<file path="config.mk">
export PLATFORM = sky130hd
export DESIGN_NAME = serial_adder
export DESIGN_NICKNAME = d
export VERILOG_FILES = /design/src/rtl/serial_adder.sv
export SDC_FILE = /design/constraint.sdc
export NUM_CORES = 1
export LEC_CHECK = 0
export CORE_ASPECT_RATIO = 0.75
export CORE_MARGIN = 10
export CORE_UTILIZATION = 25
export CTS_CLUSTER_DIAMETER = 80
export DETAILED_ROUTE_END_ITERATION = 8
export HOLD_SLACK_MARGIN = 0.02
export SYNTH_ARGS = -nofsm -noshare
export SYNTH_HDL_FRONTEND = slang
export SYNTH_SLANG_ARGS = --single-unit
</file>
<file path="constraint.sdc">
create_clock -name clk -period 1.62 [get_ports clk]
set_input_delay 0.324 -clock clk [delete_from_list [all_inputs] [get_ports clk]]
set_output_delay 0.324 -clock clk [all_outputs]
set_load 0.02 [all_outputs]
</file>
<file path="src/rtl/serial_adder.sv">
// rtl/serial_adder.sv - bit-serial LSB-first adder with one carry flip-flop
module serial_adder #(
  parameter int WIDTH = 8
) (
  input  logic             clk,
  input  logic             rst_n,
  input  logic             start,
  input  logic [WIDTH-1:0] a,
  input  logic [WIDTH-1:0] b,
  input  logic             cin,
  output logic             busy,
  output logic             done,
  output logic [WIDTH-1:0] sum,
  output logic             cout
);

  localparam int CW = (WIDTH > 1) ? $clog2(WIDTH) : 1;
  localparam logic [CW-1:0] LAST_BIT = CW'(WIDTH - 1);

  typedef enum logic [1:0] {
    IDLE  = 2'd0,
    SHIFT = 2'd1,
    DONE  = 2'd2
  } state_t;

  state_t           state_q;
  logic [WIDTH-1:0] a_sh_q;
  logic [WIDTH-1:0] b_sh_q;
  logic [WIDTH-1:0] sum_sh_q;
  logic             carry_q;
  logic [CW-1:0]    cnt_q;
  logic             busy_q;
  logic             done_q;
  logic [WIDTH-1:0] sum_q;
  logic             cout_q;

  logic             bit_sum_d;
  logic             carry_d;

  // Single full-adder cell fed by the operand LSBs and the stored carry.
  always_comb begin
    bit_sum_d = a_sh_q[0] ^ b_sh_q[0] ^ carry_q;
    carry_d   = (a_sh_q[0] & b_sh_q[0]) | (carry_q & (a_sh_q[0] ^ b_sh_q[0]));
  end

  // Control FSM and datapath; every output is a register updated here.
  always_ff @(posedge clk or negedge rst_n) begin
    if (!rst_n) begin
      state_q  <= IDLE;
      a_sh_q   <= '0;
      b_sh_q   <= '0;
      sum_sh_q <= '0;
      carry_q  <= 1'b0;
      cnt_q    <= '0;
      busy_q   <= 1'b0;
      done_q   <= 1'b0;
      sum_q    <= '0;
      cout_q   <= 1'b0;
    end else begin
      case (state_q)
        IDLE: begin
          done_q <= 1'b0;
          if (start) begin
            // Operands are captured here, so later input changes cannot disturb the add.
            a_sh_q  <= a;
            b_sh_q  <= b;
            carry_q <= cin;
            cnt_q   <= '0;
            busy_q  <= 1'b1;
            state_q <= SHIFT;
          end
        end
        SHIFT: begin
          a_sh_q   <= a_sh_q >> 1;
          b_sh_q   <= b_sh_q >> 1;
          sum_sh_q <= {bit_sum_d, sum_sh_q[WIDTH-1:1]};
          carry_q  <= carry_d;
          if (cnt_q == LAST_BIT) begin
            // Counter parks on the last bit instead of wrapping.
            busy_q  <= 1'b0;
            state_q <= DONE;
          end else begin
            cnt_q <= cnt_q + CW'(1);
          end
        end
        DONE: begin
          done_q  <= 1'b1;
          sum_q   <= sum_sh_q;
          cout_q  <= carry_q;
          state_q <= IDLE;
        end
        default: begin
          busy_q  <= 1'b0;
          done_q  <= 1'b0;
          state_q <= IDLE;
        end
      endcase
    end
  end

  assign busy = busy_q;
  assign done = done_q;
  assign sum  = sum_q;
  assign cout = cout_q;

endmodule

</file>
; Word-level counts from Yosys, hierarchy flattened
; Index checks and enable logic that the tools add are counted.
[word_totals]
reg_bits = 41
latchBits = 0
ram_bits = 0
mem_bits_ro = 0
in_bits = 20
out_inout_bits = 11
word_cells = 45
memories = 0
[classes]
add_sub_neg = 1
n_mul = 0
div_mod_pow = 0
magnitude_cmp = 0
eq_ne = 6
n_shift = 0
n_mux = 16
bitwise = 6
reduce_logical = 6
[ops]
columns = op, count
row1 = 8-bit case mux with 2 select lines, 2
row2 = 8-bit two-way mux, 2
row3 = 3-bit two-way mux, 2
row4 = "2-bit inequality test, second input constant", 3
row5 = 3-bit case mux with 2 select lines, 1
row6 = 3-bit AND reduction, 2
row7 = 2-bit two-way mux, 2
row8 = 1-bit case mux with 2 select lines, 2
row9 = 2-bit case mux with 2 select lines, 1
row10 = 2-bit AND reduction, 2
row11 = "3-bit by 1-bit adder with 3-bit output, second input constant", 1
row12 = "3-bit equality test, second input constant", 1
row13 = 1-bit two-way mux, 3
row14 = 1-bit case mux with 3 select lines, 1
row15 = 1-bit AND, 2
row16 = "2-bit by 1-bit equality test with 1-bit output, second input constant", 1
row17 = "2-bit equality test, second input constant", 1
row18 = 2-bit zero test, 1
row19 = 2-bit nonzero test, 1
row20 = 1-bit bitwise XOR, 2
row21 = 1-bit inverter, 1
row22 = 1-bit OR, 1

; Logic depth before layout (Yosys ltp)
; Gate-level depths: netlist of run 1.
[logic_depth]
word_depth = 4
depth_mapped = 5
depth_no_buf = 5

; Least setup slack after synthesis of run 1
; OpenSTA, ideal clock, no wires.
[synth_path]
kind = register to register
from = register cnt_q[0]
to = register cnt_q[0]
setup_time_ps = 121
t_arrival_ps = 1210
required_time_ps = 1499
slack_ps = 289
path_stages_with_launch = 5
path_buffers = 0
synth_period_minus_slack_ps = 1331
path_cell_list = dfrtp_1 -> ha_1 -> ha_1 -> mux2_2 -> a22o_1
[synth_via]
elab_chain_cells = 3
word_cells_on_any_way = 6
cone_classes = add/sub: 1 / eq/ne: 2 / mux: 2 / reduce/logical: 1
[synth_lines]
columns = item, line
row1 = start: declaration, 31  ; logic [CW-1:0] cnt_q;
row2 = start signal: assignment, 83  ; cnt_q <= cnt_q + CW'(1);
row3 = 3-bit by 1-bit adder with 3-bit output / 3-bit equality test (equally long branches), "83, 78"
row4 = 3-bit two-way mux / 2-bit inequality test (equally long branches), n/a
row5 = 3-bit case mux with 2 select lines / 3-bit AND reduction (equally long branches), n/a
; Parallel ways exist; a longest one is shown, timed or not. The select of a mux whose other input is x is not followed.
; A chain may end at the register's enable or synchronous reset.

; Worst setup path after layout of run 1
[layout_path]
from = register sum_q[6], in the netlist sum[6]
to = output sum[6]
[layout_rtl]
columns = item, line
row1 = start: declaration, 34  ; logic [WIDTH-1:0] sum_q;
row2 = start signal: assignment, 88  ; sum_q <= sum_sh_q;
row3 = end: declaration, 13  ; output logic [WIDTH-1:0] sum,
; No word-level cell between the ends.

==> impl_metrics.py, run 1 <==
metrics = {
    "routing": {
        "route.layer.met1.wl_mm": 1.95,
        "highest_layer": "met4",
        "antenna_violating_nets_post_route": 0,
        "drtIter0Drc": 70,
        "wl_met2_mm": 1.30,
        "vias": 1157,
        "routedWlPerCell_um": 12.9,
        "finalWirelength_mm": 3.52,
        "wl_met3_um": 241,
        "drtPass1Iterations": 4,
        "via_per_inst": 4.25,
        "post-route-drc-count": 0,
    },
    "placed_design": {
        "port-buffer-count": 30,
        "total_half_perimeter_wirelength_after_legalization_and_detailed_placement_mm": 2.60,
        "placedCellCount": 263,
        "routability_congestion_estimate_from_global_placement": 0.736,
        "pre_cts_ws_ps": 39.1,
    },
    "timing": {
        "setup_repair_after_global_routing_missed_its_margin": "no",
        "finalClockSkew_ps": 10.3,
        "worstMarginPinSlew_ps": 475,
        "finalWorstSetupSlack_ps": 44.5,
        "finalHoldViolations": 0,
        "max-slew-margin-rel": 0.683,
        "setup_tns_ps": 0,
        "timing.final.setup_violations": 0,
        "post-route-period-util": 0.973,
        "max_freq_mhz": 635,
        "timing.final.crit_period_ps": 1580,
        "report.final.slew_viol_count": 0,
    },
    "synth": {
        "synth_fp_nets": 158,
        "yosys.area_share.simple": 0.104,
        "post_synthesis_compound_gate_area_fraction": 0.149,
        "yosys-top-cells-area": "sky130_fd_sc_hd__dfrtp_1, sky130_fd_sc_hd__mux2_2, sky130_fd_sc_hd__o221a_2, sky130_fd_sc_hd__nand3b_1, sky130_fd_sc_hd__a22o_1",
        "synth_enable_flop_cells": 0,
        "mappedNetlistArea_mm2": 0.00178,
        "synth_warnings": 0,
        "fraction_of_the_mapped_netlist_area_in_adder_cells": 0.0253,
        "synth_mux_area_frac": 0.114,
        "post-synth-top-area-fraction": 0.577,
        "asyncSetResetFlopFracSynth": 1.00,
        "synth_cell_types": 24,
        "ys.flop_type": "sky130_fd_sc_hd__dfrtp_1",
        "yosysSeqAreaShare": 0.577,
        "synth_top_area_cell": "sky130_fd_sc_hd__dfrtp_1",
        "flops_latches_synth": 41,
        "mean_post_synth_cell_area_um2": 13.2,
        "main_combinational_cell_family_by_area_after_synthesis": "compound AO/OA/AOI/OAI gates",
        "syn_inst": 135,
        "synth_xor_xnor_area_share": 0,
    },
    "run_status": {
        "outcome": "complete, no violations",
    },
    "floorplanning": {
        "die_x_um": 117,
        "fp.coreArea_mm2": 0.00686,
        "boundaryPins": 31,
        "die_h_um": 93.0,
        "start_util": 0.259,
        "placement_rows": 26,
        "die_area_mm2": 0.0109,
    },
    "global_route": {
        "grt.total_usage": 0.0679,
        "grt_pass1_vias": 1246,
        "grt.overflow.total": 0,
        "grt_first_pass_wirelength_mm": 6.09,
        "antenna_violations_before_repair": 0,
        "grt_max_degree": 42,
    },
    "pwr": {
        "power_density_mw_per_mm2": 1780,
        "worst_case_vdd_ir_drop_mv": 0.551,
        "p_leak_nw": 1.04,
    },
    "clocking": {
        "number_of_h_tree_levels": 2,
        "worst_setup_hold_path_clk_slew_ps": 90,
        "cts.sinks": 41,
        "cts_root_buffer": "sky130_fd_sc_hd__clkbuf_8",
        "clock_path_buffers": 2,
        "worst_skew_pair.late_latency_ps": 290,
        "cts-buffers-inserted": 5,
        "tritoncts": "done",
        "post_cts.repair.setup_buffers": 0,
    },
    "cells_and_area": {
        "syn2layout_area_growth_pct": 32.7,
        "insertedDiodeCount": 0,
        "post_layout_nonfiller_instances": 272,
        "nNetsFinal": 196,
        "fin_util": 0.344,
        "nFillCells": 700,
        "final_layout_size_suffix_gt1_frac": 0.287,
    },
    "critical_path": {
        "critical-path-top-delay-family": "buffers and inverters",
        "critical_path.startpoint_type": "flop",
        "crit_cells": 1,
        "reg2regPathDepth": 5,
        "timing.critical_path.to_type": "output pin",
        "crit_required_ps": 1300,
        "worstSetupPathType": "reg -> out",
        "critPathBufInv": 1,
        "crit_slowest_cell": "sky130_fd_sc_hd__clkdlybuf4s50_1",
        "critical_path.max_fanout": 2,
        "critPathArrivalTime_ps": 1250,
        "slowest_delay_ps": 610,
        "crit_chain": "clkdlybuf4s50_1",
    },
    "run": {
        "max_cap_violations": 0,
    },
    "hold_path": {
        "holdCritPathClass": "reg -> reg",
        "min_delay_path_depth": 1,
    },
}
[logic make-up after synthesis]
family,Yosys count
flip-flops,41
AND/OR/NAND/NOR,33
multiplexers,18
adder cells (fa/ha/maj),3
AO/OA/AOI/OAI,29
buffers and inverters,11
[routing by layer]
layer,vias to the layer above,global-route usage
met5,-,0
met2,33,0.0879
met4,0,0.0218
li1,571,-
met1,548,0.0940
met3,5,0.0342
[per-stage QoR]
| stage | hold slack (ps) | cell area (µm²) | power, mW |
|---|---|---|---|
| after floorplan | 28.4 | 1780 | 2.89 |
| after global placement | 311 | 2230 | 3.41 |
| after detailed placement | 312 | 2230 | 3.45 |
| after CTS | 513 | 2350 | 4.26 |
| after global routing | 524 | 2360 | 4.52 |
| final | 503 | 2360 | 4.19 |
[what timing repair did]
action / in CTS / in global routing
hold buffers: 1 / 0
endpoints found under the hold margin: 41 / 0
setup endpoints to repair: 3 / 5
gates resized for setup: 3 / 5
[report_power, final]
| group | internal, mW | switching (mW) |
|---|---|---|
| combinational | 0.918 | 0.677 |
| clock | 0.461 | 0.368 |
| sequential | 1.48 | 0.283 |
| total | 2.86 | 1.33 |
[sequential cells by signal, summed over array words and instances (netlist names)]
name / flops
state_q: 2
cout: 1
sum_sh_q: 8
busy: 1
sum: 8
carry_q: 1
b_sh_q: 8
a_sh_q: 8
done: 1
cnt_q: 3
[cell usage in the layout (no fill, tap or decap), types with 2 or more instances in the layout]
cell type                         instances
sky130_fd_sc_hd__clkdlybuf4s50_1         21
sky130_fd_sc_hd__dfrtp_1                 41
sky130_fd_sc_hd__o21ai_0                  5
sky130_fd_sc_hd__mux2_2                  18
sky130_fd_sc_hd__dlymetal6s2s_1           5
sky130_fd_sc_hd__a22o_1                   5
sky130_fd_sc_hd__nand2b_1                 3
sky130_fd_sc_hd__clkbuf_8                 5
sky130_fd_sc_hd__o221a_2                 12
sky130_fd_sc_hd__a211oi_2                 2
sky130_fd_sc_hd__buf_4                    7
sky130_fd_sc_hd__nand3b_1                12
sky130_fd_sc_hd__nor3_1                   3
sky130_fd_sc_hd__inv_1                    3
sky130_fd_sc_hd__nor2_1                  10
sky130_fd_sc_hd__nand2_1                  3
sky130_fd_sc_hd__ha_1                     2
sky130_fd_sc_hd__dlygate4sd2_1            3
[final cells by class]
| cell class | instances | area (µm²) | share of cell area |
|---|---|---|---|
| repair buffers | 39 | 387 | 0.164 |
| multi-input cells | 83 | 698 | 0.296 |
| clock inverters | 3 | 46.3 | 0.0196 |
| well taps | 98 | 123 | 0.0520 |
| clock buffers | 5 | 68.8 | 0.0292 |
| inverters | 3 | 11.3 | 0.00477 |
| flip-flops and latches | 41 | 1030 | 0.435 |
[path summary, 6_finish.rpt]
kind | startpoint | endpoint | slack, ps
worst min register to register | sum[4] | sum[4] | 500
max in group asynchronous | rst_n | b_sh_q[6] | 890
worst max register to register | cnt_q[0] | cnt_q[0] | 220
min in group asynchronous | rst_n | sum_sh_q[4] | 520
worst min-delay path | sum[4] | sum[4] | 500
worst max-delay path | sum[6] | sum[6] | 40
[Yosys cell counts, types with 3 or more instances]
cell type                  instances
sky130_fd_sc_hd__dfrtp_1          41
sky130_fd_sc_hd__mux2_2           18
sky130_fd_sc_hd__nand3b_1         12
sky130_fd_sc_hd__o221a_2          12
sky130_fd_sc_hd__nor2_1           10
sky130_fd_sc_hd__a22o_1            5
sky130_fd_sc_hd__o21ai_0           5
sky130_fd_sc_hd__buf_2             4
sky130_fd_sc_hd__inv_1             3
sky130_fd_sc_hd__nand2_1           3
sky130_fd_sc_hd__nand2b_1          3
sky130_fd_sc_hd__nor3_1            3
(Power assumes the default switching activity.)
==> run 2: changes to the inputs <==
--- a/config.mk
+++ b/config.mk
@@ -5,6 +5,7 @@
 export SDC_FILE = /design/constraint.sdc
 export NUM_CORES = 1
 export LEC_CHECK = 0
+export ABC_CLOCK_PERIOD_IN_PS = 1620
 export CORE_ASPECT_RATIO = 0.75
 export CORE_MARGIN = 10
 export CORE_UTILIZATION = 25
==> results of run 2 <==
No change in the layout: final DEF, timing and power equal those of run 1.
==> run 3: changes to the inputs <==
--- a/config.mk
+++ b/config.mk
@@ -5,7 +5,7 @@
 export SDC_FILE = /design/constraint.sdc
 export NUM_CORES = 1
 export LEC_CHECK = 0
-export ABC_CLOCK_PERIOD_IN_PS = 1620
+export ABC_CLOCK_PERIOD_IN_PS = 1900
 export CORE_ASPECT_RATIO = 0.75
 export CORE_MARGIN = 10
 export CORE_UTILIZATION = 25
==> constraint.sdc (replaced) <==
create_clock -name clk -period 1.9 [get_ports clk]
set_input_delay 0.38 -clock clk [delete_from_list [all_inputs] [get_ports clk]]
set_output_delay 0.38 -clock clk [all_outputs]
set_load 0.02 [all_outputs]
==> run 3 against run 2 <==
- utilization down 0.98 points
- die area unchanged
- worst hold slack worse by 370 ps
- via count up 1.1%
- clock-buffer cell count unchanged
- clock skew down 4.0 ps
- clock power down 32%
- first-iteration DRC count down 5.7%
==> impl_metrics.py, run 3 (synthesized netlist as in run 1, its figures left out) <==
metrics = {
    "run_status": {
        "outcome": "complete, no violations",
    },
    "global_route": {
        "grt_max_degree": 42,
        "grt_first_pass_wirelength_mm": 6.02,
        "grt_pass1_vias": 1251,
        "grt.overflow.total": 0,
        "antenna_violations_before_repair": 0,
        "grt.total_usage": 0.0670,
    },
    "routing": {
        "vias": 1170,
        "via_per_inst": 4.33,
        "drtIter0Drc": 66,
        "finalWirelength_mm": 3.54,
        "drtPass1Iterations": 4,
        "routedWlPerCell_um": 13.1,
        "post-route-drc-count": 0,
        "antenna_violating_nets_post_route": 0,
    },
    "critical_path": {
        "critPathBufInv": 1,
        "worstSetupPathType": "reg -> out",
        "setup.reg_to_reg.worst_slack_ps": 470,
        "startpoint": "sum[7]",
        "worst_r2r_startpoint": "cnt_q[0]",
        "critical-path-top-delay-family": "buffers and inverters",
        "timing.critical_path.to_type": "output pin",
        "crit_required_ps": 1520,
        "crit_chain": "clkdlybuf4s50_1",
        "timing.rr.end": "cnt_q[0]",
        "slowest_delay_ps": 620,
        "critical_path.startpoint_type": "flop",
        "critPathArrivalTime_ps": 1290,
        "reg2regPathDepth": 5,
        "crit_slowest_cell": "sky130_fd_sc_hd__clkdlybuf4s50_1",
        "critical_path.max_fanout": 2,
    },
    "floorplanning": {
        "fp.coreArea_mm2": 0.00686,
        "boundaryPins": 31,
        "placement_rows": 26,
        "start_util": 0.259,
        "die_area_mm2": 0.0109,
        "die_x_um": 117,
        "die_h_um": 93.0,
    },
    "timing": {
        "worstMarginPinSlew_ps": 520,
        "setup_tns_ps": 0,
        "max_freq_mhz": 599,
        "timing.final.setup_violations": 0,
        "setup_repair_after_global_routing_missed_its_margin": "no",
        "max-slew-margin-rel": 0.653,
        "finalClockSkew_ps": 6.31,
        "finalHoldViolations": 0,
        "report.final.slew_viol_count": 0,
        "post-route-period-util": 0.878,
        "timing.final.crit_period_ps": 1670,
    },
    "pwr": {
        "power_density_mw_per_mm2": 1510,
        "p_leak_nw": 0.943,
        "worst_case_vdd_ir_drop_mv": 0.515,
    },
    "hold_path": {
        "holdCritPathClass": "in -> async",
    },
    "cells_and_area": {
        "layout.cells.most_common": "sky130_fd_sc_hd__dfrtp_1",
        "syn2layout_area_growth_pct": 28.9,
        "final_layout_size_suffix_gt1_frac": 0.285,
        "nNetsFinal": 194,
        "post_layout_nonfiller_instances": 270,
        "insertedDiodeCount": 0,
        "mostFrequentLayoutCells": "sky130_fd_sc_hd__dfrtp_1, sky130_fd_sc_hd__clkdlybuf4s50_1, sky130_fd_sc_hd__mux2_2",
    },
    "clocking": {
        "cts-buffers-inserted": 5,
        "cts_root_buffer": "sky130_fd_sc_hd__clkbuf_8",
        "post_cts.repair.setup_buffers": 0,
        "tritoncts": "done",
        "worst_skew_pair.late_latency_ps": 290,
        "worst_setup_hold_path_clk_slew_ps": 80,
        "cts.sinks": 41,
        "clock_path_buffers": 2,
        "cts.repair.resized": 0,
        "number_of_h_tree_levels": 2,
        "cts_hold_bufs": 0,
    },
    "placed_design": {
        "port-buffer-count": 30,
        "routability_congestion_estimate_from_global_placement": 0.719,
        "total_half_perimeter_wirelength_after_legalization_and_detailed_placement_mm": 2.58,
        "placedCellCount": 262,
    },
    "run": {
        "max_cap_violations": 0,
    },
}
==> run 3: report_power, final <==
group          total [mW]  internal, mW  switching, mW
clock network       0.562         0.254          0.308
registers            1.51          1.26          0.242
logic                1.39         0.805          0.580
==> run 3: worst register-to-register path, stage by stage, from the launching register on <==
cell                      delay [ps]
sky130_fd_sc_hd__dfrtp_1         380
sky130_fd_sc_hd__ha_1            160
sky130_fd_sc_hd__ha_1            230
sky130_fd_sc_hd__nor2_1          100
sky130_fd_sc_hd__mux2_2          270
sky130_fd_sc_hd__a22o_1          180
==> run 3: worst max-delay path by stage <==
stage / to / cells after the start
detailed placement: b_sh_q[0] / 4
global route: sum[4] / 1
CTS: cout / 1
floorplan: cnt_q[0] / 4
global placement: b_sh_q[2] / 4
finish: sum[7] / 1
==> run 3: stage by stage <==
stage               power [mW]   util  hold slack [ps]  setup WS [ps]  cell area, µm²
floorplan                 2.47      -             84.4            569            1780
global placement          2.90  0.321              473            297            2210
detailed placement        2.93  0.321              481            259            2210
CTS                       3.50  0.334              153            223            2290
global route              3.71  0.334              173            200            2290
finish                    3.45  0.334              134            231            2290
==> run 3: metal layers <==
layer  GRT usage  vias up  share of wire
li1            -      564              -
met1      0.0890      567           0.55
met2      0.0893       32           0.36
met3      0.0366        7          0.077
met4      0.0218        0          0.012
met5           0        -              0
==> run 3: cell type report <==
cell class / instances / area [µm²]
Fill cell: 713 / 4570
Timing Repair Buffer: 37 / 348
Sequential cell: 41 / 1030
Multi-Input combinational cell: 83 / 698
Tap cell: 98 / 123
Inverter: 3 / 11.3
Clock inverter: 3 / 17.5
Clock buffer: 5 / 68.8
